==> config.mk <==
export PLATFORM = sky130hd
export DESIGN_NAME = boot_loader
export DESIGN_NICKNAME = d
export VERILOG_FILES = /design/src/rtl/boot_loader_pkg.sv /design/src/rtl/boot_loader_uart_rx.sv /design/src/rtl/boot_loader.sv
export SDC_FILE = /design/constraint.sdc
export NUM_CORES = 1
export LEC_CHECK = 0
export CAP_MARGIN = 20
export CORE_ASPECT_RATIO = 0.6
export CORE_MARGIN = 3
export CORE_UTILIZATION = 52
export CTS_BUF_LIST = sky130_fd_sc_hd__clkbuf_4
export DETAILED_ROUTE_END_ITERATION = 7
export HOLD_SLACK_MARGIN = 0.12
export PLACE_DENSITY_LB_ADDON = 0.2
export SYNTH_ARGS = -nofsm -noshare
export SYNTH_HDL_FRONTEND = slang
export SYNTH_SLANG_ARGS = --single-unit
==> constraint.sdc <==
create_clock -name clk -period 1.8 [get_ports clk]
set_clock_uncertainty 0.2 [all_clocks]
set_input_delay 0.18 -clock clk [delete_from_list [all_inputs] [get_ports clk]]
set_output_delay 0.18 -clock clk [all_outputs]
set_load 0.01 [all_outputs]
==> src/rtl/boot_loader_pkg.sv <==
// Shared widths, FSM encodings and UART defaults for the serial program loader.
package boot_loader_pkg;

  localparam int INST_ADDR_W     = 32;
  localparam int INST_W          = 32;
  localparam int DEFAULT_CLK_DIV = 434;

  typedef enum logic [2:0] {
    BootStLen  = 3'd0,
    BootStData = 3'd1,
    BootStCsum = 3'd2,
    BootStRun  = 3'd3,
    BootStErr  = 3'd4
  } boot_state_e;

  typedef enum logic [1:0] {
    RxIdle  = 2'd0,
    RxStart = 2'd1,
    RxData  = 2'd2,
    RxStop  = 2'd3
  } rx_state_e;

  // Byte address of word `index` in a word-addressed image starting at `base`.
  function automatic logic [INST_ADDR_W-1:0] wordByteAddr(
    input logic [INST_ADDR_W-1:0] base,
    input logic [INST_ADDR_W-1:0] index
  );
    return base + (index << 2);
  endfunction

endpackage

==> src/rtl/boot_loader_uart_rx.sv <==
// 8N1 UART receiver: glitch-filtered start detection, centre sampling, framing errors dropped.
module uart_rx
  import boot_loader_pkg::*;
#(
  parameter int CLK_DIV = DEFAULT_CLK_DIV
) (
  input  logic       clk,
  input  logic       rst,
  input  logic       rx_i,
  output logic       rx_valid,
  output logic [7:0] rx_data
);

  localparam int               CntW    = (CLK_DIV > 2) ? $clog2(CLK_DIV) : 1;
  localparam logic [CntW-1:0]  FullCnt = CntW'(CLK_DIV - 1);
  localparam logic [CntW-1:0]  HalfCnt = CntW'(CLK_DIV / 2 - 1);

  rx_state_e       r_state;
  logic [CntW-1:0] r_cnt;
  logic [2:0]      r_bitIdx;
  logic [7:0]      r_shift;
  logic            r_rxPrev;
  logic            r_valid;

  // A start is only a falling edge; a line held low after a bad stop bit never re-triggers.
  always_ff @(posedge clk) begin
    if (rst) begin
      r_state  <= RxIdle;
      r_cnt    <= '0;
      r_bitIdx <= '0;
      r_shift  <= '0;
      r_rxPrev <= 1'b1;
      r_valid  <= 1'b0;
    end else begin
      r_valid  <= 1'b0;
      r_rxPrev <= rx_i;
      case (r_state)
        RxIdle: begin
          if (r_rxPrev && !rx_i) begin
            r_state <= RxStart;
            r_cnt   <= '0;
          end
        end
        RxStart: begin
          if (r_cnt == HalfCnt) begin
            r_cnt    <= '0;
            r_bitIdx <= '0;
            r_state  <= rx_i ? RxIdle : RxData;
          end else begin
            r_cnt <= r_cnt + 1'b1;
          end
        end
        RxData: begin
          if (r_cnt == FullCnt) begin
            r_cnt    <= '0;
            r_shift  <= {rx_i, r_shift[7:1]};
            r_bitIdx <= r_bitIdx + 3'd1;
            if (r_bitIdx == 3'd7) begin
              r_state <= RxStop;
            end
          end else begin
            r_cnt <= r_cnt + 1'b1;
          end
        end
        RxStop: begin
          if (r_cnt == FullCnt) begin
            r_cnt   <= '0;
            r_state <= RxIdle;
            r_valid <= rx_i;
          end else begin
            r_cnt <= r_cnt + 1'b1;
          end
        end
        default: r_state <= RxIdle;
      endcase
    end
  end

  assign rx_valid = r_valid;
  assign rx_data  = r_shift;

endmodule

==> src/rtl/boot_loader.sv <==
// UART program loader: writes a length-prefixed image into instruction memory, then releases the core.
// Optional trailing checksum byte is enabled with `define BOOT_LOADER_CHECKSUM_EN.
module boot_loader
  import boot_loader_pkg::*;
#(
  parameter int                     CLK_DIV   = DEFAULT_CLK_DIV,
  parameter int                     MAX_WORDS = 1024,
  parameter logic [INST_ADDR_W-1:0] BASE_ADDR = 32'h0000_0000
) (
  input  logic                   clk,
  input  logic                   rst,
  input  logic                   uart_rx_i,
  output logic                   ram_we_o,
  output logic [INST_ADDR_W-1:0] ram_addr_o,
  output logic [INST_W-1:0]      ram_data_o,
  output logic                   core_rst_o,
  output logic                   done_o,
  output logic                   err_o
);

  localparam int          WordCntW   = $clog2(MAX_WORDS + 1);
  localparam logic [31:0] MaxWords32 = 32'(MAX_WORDS);

  logic                   r_rxMeta;
  logic                   r_rxSync;
  logic                   w_rxValid;
  logic [7:0]             w_rxData;
  logic [31:0]            w_lenNext;
  logic                   w_lastWord;

  boot_state_e            r_state;
  logic [1:0]             r_byteCnt;
  logic [WordCntW-1:0]    r_wordCnt;
  logic [31:0]            r_len;
  logic [23:0]            r_asm;
`ifdef BOOT_LOADER_CHECKSUM_EN
  logic [7:0]             r_csum;
`endif
  logic                   r_ramWe;
  logic [INST_ADDR_W-1:0] r_ramAddr;
  logic [INST_W-1:0]      r_ramData;
  logic                   r_coreRst;
  logic                   r_done;
  logic                   r_err;

  always_ff @(posedge clk) begin
    if (rst) begin
      r_rxMeta <= 1'b1;
      r_rxSync <= 1'b1;
    end else begin
      r_rxMeta <= uart_rx_i;
      r_rxSync <= r_rxMeta;
    end
  end

  uart_rx #(
    .CLK_DIV(CLK_DIV)
  ) u_uartRx (
    .clk     (clk),
    .rst     (rst),
    .rx_i    (r_rxSync),
    .rx_valid(w_rxValid),
    .rx_data (w_rxData)
  );

  // Length and words arrive little-endian, so bytes shift in from the top.
  assign w_lenNext  = {w_rxData, r_len[31:8]};
  assign w_lastWord = (r_wordCnt + 1'b1) == r_len[WordCntW-1:0];

  always_ff @(posedge clk) begin
    if (rst) begin
      r_state   <= BootStLen;
      r_byteCnt <= '0;
      r_wordCnt <= '0;
      r_len     <= '0;
      r_asm     <= '0;
`ifdef BOOT_LOADER_CHECKSUM_EN
      r_csum    <= '0;
`endif
      r_ramWe   <= 1'b0;
      r_ramAddr <= BASE_ADDR;
      r_ramData <= '0;
      r_coreRst <= 1'b1;
      r_done    <= 1'b0;
      r_err     <= 1'b0;
    end else begin
      r_ramWe <= 1'b0;
      case (r_state)
        BootStLen: begin
          if (w_rxValid) begin
            r_len     <= w_lenNext;
            r_byteCnt <= r_byteCnt + 2'd1;
            if (r_byteCnt == 2'd3) begin
              if (w_lenNext > MaxWords32) begin
                r_state <= BootStErr;
                r_err   <= 1'b1;
              end else if (w_lenNext == 32'd0) begin
`ifdef BOOT_LOADER_CHECKSUM_EN
                r_state   <= BootStCsum;
`else
                r_state   <= BootStRun;
                r_coreRst <= 1'b0;
                r_done    <= 1'b1;
`endif
              end else begin
                r_state <= BootStData;
              end
            end
          end
        end
        BootStData: begin
          if (w_rxValid) begin
            r_asm     <= {w_rxData, r_asm[23:8]};
            r_byteCnt <= r_byteCnt + 2'd1;
`ifdef BOOT_LOADER_CHECKSUM_EN
            r_csum    <= r_csum + w_rxData;
`endif
            if (r_byteCnt == 2'd3) begin
              r_ramWe   <= 1'b1;
              r_ramAddr <= wordByteAddr(BASE_ADDR, INST_ADDR_W'(r_wordCnt));
              r_ramData <= {w_rxData, r_asm};
              r_wordCnt <= r_wordCnt + 1'b1;
              // Release is deferred to RUN so it lands one cycle after the final write strobe.
              if (w_lastWord) begin
`ifdef BOOT_LOADER_CHECKSUM_EN
                r_state <= BootStCsum;
`else
                r_state <= BootStRun;
`endif
              end
            end
          end
        end
`ifdef BOOT_LOADER_CHECKSUM_EN
        BootStCsum: begin
          if (w_rxValid) begin
            if (w_rxData == r_csum) begin
              r_state   <= BootStRun;
              r_coreRst <= 1'b0;
              r_done    <= 1'b1;
            end else begin
              r_state <= BootStErr;
              r_err   <= 1'b1;
            end
          end
        end
`endif
        BootStRun: begin
          r_coreRst <= 1'b0;
          r_done    <= 1'b1;
        end
        BootStErr: begin
          r_coreRst <= 1'b1;
          r_err     <= 1'b1;
        end
        default: begin
          r_state <= BootStErr;
          r_err   <= 1'b1;
        end
      endcase
    end
  end

  assign ram_we_o   = r_ramWe;
  assign ram_addr_o = r_ramAddr;
  assign ram_data_o = r_ramData;
  assign core_rst_o = r_coreRst;
  assign done_o     = r_done;
  assign err_o      = r_err;

endmodule

==> flow_summary_export.csv <==
group,metric,value,unit
run_status,status,"finished, violations left",
run_status,violations,"negative setup slack",
setup_path,r2r-end,"u_uartRx.r_bitIdx[2]$_SDFFE_PP0P_",
finish,layoutNonFillerInstCount,1029,
drt,drt_iter0_markers,364,
synthesis,synthFlopType,"dfxtp_1",
synthesis,yosysWarnings,0,
global_routing,antenna_found_initial,0,
synthesis,syn_area,6100,um2
synthesis,ys_seq_area_share,47.6,%
place,port_buffers,49,
sta,fmax,0.489,GHz
sta,final.setup.worst_slack,-244,ps
synthesis,avgSynthCellArea,8.09,um2
setup_path,cp.arrival,2340,ps
global_routing,gr-total-overflow,0,
synthesis,ys_top_cells_by_area,"dfxtp_1, nand2_1, a21oi_1",
hold_path,min_to,"r_rxSync$_SDFF_PP1_",
clocking,cts_tree,"built",
synthesis,synth.largest_area_cell,"dfxtp_1",
sta,min_period,2040,ps
hold_path,hold_start,"r_rxMeta$_SDFF_PP1_",
floorplan,start_util,55.5,%
floorplan,die_area,13100,um2
synthesis,ys_seq_elements,145,
drt,wl,15.3,mm
drt,drtAntennaViolNets,0,
floorplan,io_pins,71,
drt,drc,0,
clocking,cts_root_buf,"clkbuf_4",
global_routing,grt_pass1_wl,24.2,mm
synthesis,synth_top_area_share,47.6,%
sta,slew_viol_final,0,
finish,finalInstanceArea,7790,um2
finish,antenna-diode-count,0,
run,cap_violations,0,
setup_path,worst_ep_required_time,2090,ps
clocking,cts.path.max_buffers,2,
drt,route.detailed.wl_per_inst,14.9,um
sta,fin_crit_sh,114,%
place,placed_cells,980,
synthesis,synth_enable_flop_cells,0,
finish,syn_to_final_growth,27.6,%
global_routing,grt_max_degree,45,
floorplan,die_w,146,um
power,power.leakage,3.09,nW
finish,final_util,70.8,%
floorplan,die_h,89.9,um
synthesis,synthArstFlopShare,0,%
synthesis,synth.distinct_cells,58,
power,vdd.ir_drop.worst,0.432,mV
clocking,cts.clk_slew.worst_paths,150,ps
setup_path,rr_startpoint,"u_uartRx.r_cnt[0]$_SDFFE_PP0N_",
global_routing,gr-usage-all-layers,22.2,%
finish,fillers,869,
setup_path,worst_setup_path_end_kind,"flop",
global_routing,grt_pass1_vias,4889,
clocking,insertion_delay,550,ps
place,placed_area,7130,um2
sta,rsz0062_at_grt,"yes",
sta,setup_viol_count_final,23,
setup_path,r2r_cells,8,
sta,whs,232,ps
synthesis,syn_inst,755,
setup_path,critPathKind,"reg2reg",
hold_path,worstHoldPathCells,1,
sta,finalHoldViolCount,0,
floorplan,core-area,11000,um2
power,pwr_density_cell,727,nW/um2
place,place_worst_setup_slack,-290,ps
drt,drtPass1Iterations,5,
setup_path,critPathLaunchType,"flop",
clocking,cts_max_level,4,
hold_path,hold_path.class,"reg2reg",
place,dp_hpwl,10.3,mm
setup_path,crit_fanout,4,
drt,vias,5505,
finish,final_nets,875,
clocking,cts_made_buffers,17,
floorplan,row_count,29,
drt,via_per_inst,5.35,
clocking,numClockSinks,145,
setup_path,reg2reg_slack,-240,ps
place,finalWeightedCongestion,0.874,
finish,drive_gt1_share,22.1,%
==> metrics by stage <==
| stage | setup TNS [ps] | total power, W |
|---|---|---|
| after floorplan | -155 | 0.00349 |
| after CTS | -1920 | 0.00562 |
| after global routing | -4360 | 0.00585 |
| after global placement | -1030 | 0.00352 |
| after detailed placement | -3280 | 0.00352 |
| final | -2630 | 0.00566 |
==> metal layers <==
metal / global-route usage [%] / part of all wire (%)
met1: 33.0 / 48
met2: 32.6 / 45
met3: 4.97 / 6.7
met4: 5.53 / 1.0
met5: 0 / 0
==> cells by family after synthesis <==
kind of cell | count (synthesis) | share of synthesized area [%]
mux | 11 | 1.80
flops | 145 | 47.6
xor+xnor | 23 | 3.30
buf+inv | 79 | 6.78
simple gates | 334 | 23.6
other cells | 1 | 0.0614
compound gates | 151 | 14.6
fa+ha+maj | 11 | 2.25
==> state kept, by name, summed over array words and instances, names as in the netlist, 2 cells and up, named ones only <==
register / count
r_len: 32
ram_data_o: 32
r_asm: 24
r_wordCnt: 11
ram_addr_o: 11
u_uartRx.r_cnt: 9
u_uartRx.rx_data: 8
r_state: 3
u_uartRx.r_bitIdx: 3
r_byteCnt: 2
==> placed cells by master (no fill, tap or decap), drive strengths merged, types with 2 or more instances in the layout <==
| cell | n |
|---|---|
| mux2i | 11 |
| nand4b | 2 |
| nor2 | 38 |
| a21oi | 113 |
| o21a | 2 |
| nand3 | 7 |
| nor4 | 10 |
| o41ai | 3 |
| clkbuf | 17 |
| or4 | 2 |
| a311oi | 2 |
| xor2 | 12 |
| and3 | 4 |
| nand4 | 8 |
| inv | 20 |
| ha | 11 |
| o21ai | 10 |
| dlygate4sd3 | 2 |
| and2 | 3 |
| or3 | 3 |
| a221oi | 2 |
| clkinvlp | 2 |
| conb | 21 |
| o211ai | 2 |
| a211oi | 2 |
| or2 | 7 |
| nand2 | 228 |
| xnor2 | 11 |
| a31oi | 5 |
| nor3 | 7 |
| dlygate4sd2 | 47 |
| buf | 88 |
| nand2b | 7 |
| dfxtp | 145 |
| nor2b | 3 |
==> critical path, stage by stage (launching register included) <==
cell	delay, ps
dfxtp_4	390
inv_4	60
ha_4	110
nand4b_1	150
o41ai_4	390
buf_4	210
o211ai_4	90
or2_1	240
a21oi_2	150
==> Yosys cell counts (all sizes together) (2+ instances only) <==
cell and instances:
xnor2 11, nand2b 7, nand4 8, xor2 12
a211oi 2, inv 8, buf 46, ha 11
a21oi 113, and2 3, dfxtp 145, o41ai 3
mux2i 11, nor2 38, o21ai 10, a221oi 2
clkbuf 25, nand4b 2, a311oi 2, or3 3
and3 4, nand3 7, a31oi 5, nor2b 3
nor3 7, o21a 2, nand2 228, o211ai 2
or4 2, or2 7, nor4 10
==> final cells by class <==
cell class	instances	area [um2]	area share, %
Tap cell	155	194	2.49
Multi-Input combinational cell	551	3110	39.9
Clock buffer	17	128	1.64
Timing Repair Buffer	138	1220	15.7
Inverter	8	35.0	0.450
Clock inverter	15	163	2.09
Sequential cell	145	2940	37.7
==> report_power, final <==
part	internal (W)	switching, W	total [W]
registers	0.00322	0.00000915	0.00322
clock network	0.000762	0.00137	0.00213
logic	0.000122	0.000179	0.000300
total	0.00410	0.00156	0.00566
==> worst max-delay path by stage <==
stage,start,to,cells after the start
2_1_floorplan,r_wordCnt[1]$_SDFFE_PP0P_,r_state[1]$_SDFFE_PP0P_,7
3_3_place_gp,u_uartRx.r_cnt[1]$_SDFFE_PP0N_,u_uartRx.r_cnt[6]$_SDFFE_PP0N_,7
3_5_place_dp,u_uartRx.r_cnt[0]$_SDFFE_PP0N_,u_uartRx.r_cnt[2]$_SDFFE_PP0N_,6
4_1_cts,flop,u_uartRx.r_cnt[5]$_SDFFE_PP0N_,6
5_1_grt,u_uartRx.r_cnt[0]$_SDFFE_PP0N_,u_uartRx.r_bitIdx[2]$_SDFFE_PP0P_,8
6_report,u_uartRx.r_cnt[0]$_SDFFE_PP0N_,u_uartRx.r_bitIdx[2]$_SDFFE_PP0P_,8
==> repair_timing <==
item | in CTS | in global routing
hold buffers | 2 | 0
endpoints found under the hold margin | 143 | 0
cloned | 0 | 0
setup buffers | 5 | 10
resized for setup | 78 | 47
endpoints found under the setup margin | 73 | 66
pin swaps | 11 | 25
Note: power is estimated with default switching activity, not from simulation.
